==> src/rtl/recieve_send_if.sv <==
// recieve_send_if: serial pins between an SPI master and the command port slave.
interface recieve_send_if;
    logic mosi;
    logic cs;
    logic miso;
    modport master (output mosi, output cs, input miso);
    modport slave (input mosi, input cs, output miso);
endinterface

==> src/rtl/recieve_send.sv <==
// recieve_send: SPI-style slave that shifts in a command byte and shifts out a status byte.
module recieve_send (
    input  logic               clk,
    input  logic               rst,
    recieve_send_if.slave      spi,
    output logic               rdy,
    output logic               dn,
    output logic [3:0]         lds,
    output logic               start,
    output logic               speed
);
    typedef enum logic [1:0] {IDLE, SHIFT, HOLD} state_t;
    state_t state, nxt;
    logic [7:0] rx_sr, tx_sr, b;
    logic [2:0] cnt;
    assign b = {rx_sr[6:0], spi.mosi};
    always_ff @(posedge clk or negedge rst)
        if (!rst) state <= IDLE;
        else state <= nxt;
    always_comb begin
        nxt = spi.cs ? IDLE : state == IDLE ? SHIFT : (state == SHIFT && cnt == 3'd7) ? HOLD : state;
        rdy = state == IDLE;
        spi.miso = (!spi.cs && state != HOLD) ? tx_sr[7] : 1'b0;
    end
    // cnt is forced to 1 on a frame start so a stale count left by an abort never leaks in
    always_ff @(posedge clk or negedge rst)
        if (!rst) begin
            rx_sr <= '0;
            tx_sr <= '0;
            cnt <= '0;
            dn <= 1'b0;
            lds <= '0;
            start <= 1'b0;
            speed <= 1'b0;
        end else begin
            dn <= 1'b0;
            if (state == IDLE && spi.cs) begin
                tx_sr <= {2'b10, start, speed, lds};
                cnt <= '0;
            end else if (!spi.cs && state != HOLD) begin
                rx_sr <= b;
                tx_sr <= {tx_sr[6:0], 1'b0};
                cnt <= state == IDLE ? 3'd1 : cnt + 3'd1;
                if (state == SHIFT && cnt == 3'd7) begin
                    dn <= 1'b1;
                    if (b[7:6] == 2'b01) {start, speed, lds} <= b[5:0];
                    else if (b[7:6] == 2'b10) {start, speed, lds} <= '0;
                end
            end
        end
endmodule

==> src/flat_wrapper.sv <==
// flat-port wrapper written by rule: the top's interface ports become plain ports
module recieve_send_flat 
  (clk, rst, rdy, dn, lds, start, speed, spi_mosi, spi_cs, spi_miso);
  recieve_send_if spi_i ();
  input  logic clk;
  input  logic rst;
  output logic rdy;
  output logic dn;
  output logic [3:0] lds;
  output logic start;
  output logic speed;
  input wire logic [$bits(spi_i.mosi)-1:0] spi_mosi;
  input wire logic [$bits(spi_i.cs)-1:0] spi_cs;
  output wire logic [$bits(spi_i.miso)-1:0] spi_miso;
  assign spi_i.mosi = spi_mosi;
  assign spi_i.cs = spi_cs;
  assign spi_miso = spi_i.miso;
  recieve_send u_core (.clk(clk), .rst(rst), .spi(spi_i), .rdy(rdy), .dn(dn), .lds(lds), .start(start), .speed(speed));
endmodule
==> config.mk <==
export PLATFORM = sky130hd
export DESIGN_NAME = recieve_send_flat
export DESIGN_NICKNAME = d
export VERILOG_FILES = /design/src/rtl/recieve_send_if.sv /design/src/rtl/recieve_send.sv /design/src/flat_wrapper.sv
export SDC_FILE = /design/constraint.sdc
export NUM_CORES = 1
export LEC_CHECK = 0
export CORE_MARGIN = 3
export CORE_UTILIZATION = 56
export CTS_CLUSTER_DIAMETER = 150
export DETAILED_ROUTE_END_ITERATION = 12
export GPL_TIMING_DRIVEN = 0
export PLACE_DENSITY = 0.79
export SYNTH_ARGS = -nofsm -noshare
export SYNTH_HDL_FRONTEND = slang
export SYNTH_SLANG_ARGS = --single-unit
==> constraint.sdc <==
create_clock -name clk -period 3.85 [get_ports clk]
set_input_delay 1.155 -clock clk [delete_from_list [all_inputs] [get_ports clk]]
set_output_delay 1.155 -clock clk [all_outputs]
set_load 0.005 [all_outputs]
# Word-level counts from Yosys, hierarchy flattened
# Cells that the tools add are included.
# totals
word_cells,42
register_bits,27
output_inout_bits,9
in_bits,4
# op_classes
n_reduce_logical,10
mux,17
bitwise_logic,1
n_eq_ne,5
add_sub_neg,1
# op_table
op,count
two-way mux 8 bit,2
two-way mux 3 bit,3
two-way mux 4 bit,2
two-way mux 1 bit,7
two-way mux 2 bit,3
"== test 2 x 1 -> 1 bit, second input constant",2
AND reduction 4 bit,1
nonzero test 2 bit,2
"adder 3 x 1 -> 3 bit, second input constant",1
"== test 3 bit, second input constant",1
logical AND 1 bit,3
nonzero test 3 bit,1
"== test 2 bit, second input constant",1
zero test 2 bit,1
"inequality test 2 bit, second input constant",1
AND reduction 2 bit,1
zero test 1 bit,1
NOT 1 bit,1

# Depth between registers and ports, before layout
# depth
word_depth,5
depth_mapped,5

# Worst setup path after synthesis
# No wires, ideal clock.
# synth_timing
path_kind,input-to-output
startpoint,in spi_cs
endpoint,out spi_miso
n_path_buf,2
t_arrival_ns,1.657
setup_slack_ns,1.038
path_stages,3
t_required_ns,2.695
path_cell_list,buf_6 -> buf_4 -> nor3_1
# synth_between
elab_chain_len,3
# synth_rtl
item,line,rtl
start: declaration,flat_wrapper.sv:13,input wire logic [$bits(spi_i.cs)-1:0] spi_cs;
zero test 1 bit,recieve_send.sv:23,spi.miso = (!spi.cs && state != HOLD) ? tx_sr[7] : 1'b0;
logical AND 1 bit,recieve_send.sv:23,
two-way mux 1 bit,recieve_send.sv:23,
end: declaration,flat_wrapper.sv:14,output wire logic [$bits(spi_i.miso)-1:0] spi_miso;
# No other way between the ends.

# Final worst setup path
# Same ends and word-level chain as after synthesis.

==> impl_metrics.env <==
export IMPL_final_hold_viol_count=0
export IMPL_drive_gt1_share_pct=19.2
export IMPL_fin_ws_ps=539
export IMPL_setup_violations_final=0
export IMPL_fillers=144
export IMPL_pwr_share_seq_pct=58.2
export IMPL_syn_inst=110
export IMPL_worstReg2RegEnd="u_core.lds[3]$_DFFE_PN0P_"
export IMPL_ir_worst_vdd_v=0.000325
export IMPL_r2r_cells=5
export IMPL_cts_resized_gates=0
export IMPL_internal_power_mw=0.433
export IMPL_ys_types=26
export IMPL_grt_pass1_wl_mm=4.14
export IMPL_p_total_mw=0.605
export IMPL_comb_power_share_pct=21.7
export IMPL_portBuffers=11
export IMPL_cts_root_buf="clkbuf_4"
export IMPL_grt_usage_pct=20.0
export IMPL_fin_skew_ps=1.53
export IMPL_crit_family="buffers and inverters"
export IMPL_finalCriticalPeriod_ps=3310
export IMPL_yosysWarnings=0
export IMPL_worstHoldStart="u_core.rx_sr[6]$_DFFE_PN0P_"
export IMPL_maxCapViolCount=0
export IMPL_finalWirelength_mm=2.40
export IMPL_cp_arrival_ps=2160
export IMPL_avgViaCountPerCell=5.99
export IMPL_start_kind="input pin"
export IMPL_p_sw_mw=0.173
export IMPL_crit_buf_inv=3
export IMPL_initial_utilization_pct=62.9
export IMPL_clock_sinks=27
export IMPL_cts_made_buffers=3
export IMPL_power_density_nw_per_um2=409
export IMPL_drtIter0Drc=18
export IMPL_r2r_start="u_core.cnt[1]$_DFFE_PN0P_"
export IMPL_diodes=0
export IMPL_first_pass_iters=4
export IMPL_wire_per_inst_um=15.8
export IMPL_rows=16
export IMPL_syn_avg_cell_area_um2=11.9
export IMPL_final_nets=133
export IMPL_status="complete, no violations"
export IMPL_place_worst_setup_slack_ps=536
export IMPL_ant_nets=0
export IMPL_fp_dieH_um=54.4
export IMPL_drcViolationCount=0
export IMPL_clock_fmax_ghz=0.302
export IMPL_vias=911
export IMPL_utilization_pct=71.1
export IMPL_path_clk_slew_ps=140
export IMPL_synth_seq_cells=27
export IMPL_syn_to_final_growth_pct=13.0
export IMPL_clockBufferDepth=2
export IMPL_setup_tns_ps=0
export IMPL_core_um2=2080
export IMPL_reg2reg_slack_ps=2200
export IMPL_endpoint_kind="output port"
export IMPL_cts_hold_buf=0
export IMPL_whs_path_depth=1
export IMPL_synth_seq_area_share_pct=51.6
export IMPL_post_dp_hpwl_mm=1.77
export IMPL_crit_type="input pin to output port"
export IMPL_crit_fanout=10
export IMPL_clkPwrFrac_pct=20.1
export IMPL_p_sw_share_pct=28.5
export IMPL_htreeDepth=1
export IMPL_die_w_um=54.4
export IMPL_critPathSlowestCell="clkdlybuf4s50_1"
export IMPL_antenna_found_initial=0
export IMPL_crit_cells=4
export IMPL_cts_tree="yes"
export IMPL_rsz0062_at_grt="false"
export IMPL_globalplace_congestion=0.820
export IMPL_critPathMaxStageDelay_ps=520
export IMPL_worst_pin_slew_ps=1170
export IMPL_drv_slew=0
export IMPL_io_pin_count=13
export IMPL_syn_cell_area_um2=1310
export IMPL_grt_pass1_vias=929
export IMPL_synth_fp_nets=117
export IMPL_timing_final_crit_share_pct=86.0
export IMPL_relSlewSlack_pct=21.7
export IMPL_crit_required_ps=2690
export IMPL_grt_max_degree=28
export IMPL_clkLatencyLatePin_ps=320
export IMPL_leakage_nw=0.651
export IMPL_hold_end="u_core.rx_sr[6]$_DFFE_PN0P_"
export IMPL_grt_ovfl_total=0
export IMPL_dieArea_um2=2960
export IMPL_postCtsSetupBuffers=0
export IMPL_worst_hold_slack_ps=532
export IMPL_crit_chain="buf_6 -> buf_4 -> nor3_1 -> clkdlybuf4s50_1"
export IMPL_worstHoldPathType="register to register"
[sequential cells by signal, summed over array words and instances (netlist names)]
| name | cells |
|---|---|
| u_core.dn | 1 |
| u_core.state | 2 |
| u_core.lds | 4 |
| u_core.start | 1 |
| u_core.cnt | 3 |
| u_core.rx_sr | 7 |
| u_core.tx_sr | 8 |
| u_core.speed | 1 |
[cells in the final DEF (no fill, tap or decap)]
master	netlist	final
dfrtp_1	27	27
mux2_2	14	14
clkdlybuf4s50_1	0	11
a22oi_1	10	10
inv_1	9	9
nand2_1	8	8
mux2i_1	7	7
o21ai_0	4	4
clkbuf_1	2	3
nor2_1	3	3
nor3_1	3	3
ha_1	3	3
clkbuf_4	0	3
buf_6	2	2
o21ai_1	2	2
a221oi_1	2	2
a21oi_1	2	2
a22o_1	2	2
buf_2	1	1
buf_4	1	1
and2b_4	1	1
nor2_4	1	1
xnor2_1	1	1
nor4_4	1	1
o21a_1	1	1
a222oi_1	1	1
nor2b_1	1	1
mux2_1	1	1
[cells by family (layout without fill, tap and decap cells)]
kind of cell | after synthesis | count (layout) | share of synthesized area [%]
flops | 27 | 27 | 51.6
compound gates | 24 | 24 | 12.8
buf+inv | 15 | 30 | 5.83
fa+ha+maj | 3 | 3 | 2.87
xor+xnor | 1 | 1 | 0.669
mux | 22 | 22 | 18.2
simple gates | 18 | 18 | 8.02
[how the worst max path moves through the flow]
| stage | startpoint | endpoint | slack, ps |
|---|---|---|---|
| global route | spi_cs | spi_miso | 500 |
| floorplan | spi_cs | spi_miso | 1040 |
| global placement | spi_cs | spi_miso | 540 |
| detailed placement | spi_cs | spi_miso | 540 |
| finish | spi_cs | spi_miso | 540 |
| CTS | spi_cs | spi_miso | 540 |
[layout make-up]
cell class	instances	area (um2)	area share, %
inverters	9	33.8	2.28
multi-input cells	68	558	37.7
clock buffers	4	26.3	1.78
well taps	27	33.8	2.28
repair buffers	11	110	7.44
flip-flops and latches	27	676	45.6
plain buffers	6	42.5	2.87
[synth_stat cells]
cell | instances | share of area (%)
mux2i_1 | 7 | 5.3
dfrtp_1 | 27 | 52
ha_1 | 3 | 2.9
mux2_2 | 14 | 12
buf_4 | 1 | 0.57
and2b_4 | 1 | 0.76
buf_6 | 2 | 1.7
a22o_1 | 2 | 1.3
clkbuf_1 | 2 | 0.57
nor4_4 | 1 | 1.6
mux2_1 | 1 | 0.86
nand2_1 | 8 | 2.3
a222oi_1 | 1 | 0.76
nor3_1 | 3 | 1.1
nor2b_1 | 1 | 0.48
nor2_1 | 3 | 0.86
buf_2 | 1 | 0.38
o21a_1 | 1 | 0.57
nor2_4 | 1 | 0.86
o21ai_1 | 2 | 0.76
a22oi_1 | 10 | 5.7
inv_1 | 9 | 2.6
o21ai_0 | 4 | 1.5
xnor2_1 | 1 | 0.67
a221oi_1 | 2 | 1.3
a21oi_1 | 2 | 0.76
[power groups by stage]
stage | logic, mW | clock network (mW) | registers [mW]
2_1_floorplan | 0.0947 | 0 | 0.349
3_3_place_gp | 0.125 | 0 | 0.355
3_5_place_dp | 0.132 | 0 | 0.358
4_1_cts | 0.133 | 0.123 | 0.352
5_1_grt | 0.149 | 0.133 | 0.357
6_report | 0.132 | 0.122 | 0.352
[layer usage]
layer	GRT usage (%)	wire length (um)	part of all wire [%]	up-vias
li1	-	-	-	424
met1	23.4	1020	42	464
met2	34.9	1260	52	19
met3	3.27	81	3.4	4
met4	10.8	42	1.7	0
met5	0	0	0	-
[metrics by stage]
step	std cells	instance area (um2)
final	152	1480
after global routing	152	1480
after CTS	152	1480
after detailed placement	148	1450
after global placement	148	1450
after floorplan	110	1310
(Power assumes the default switching activity.)
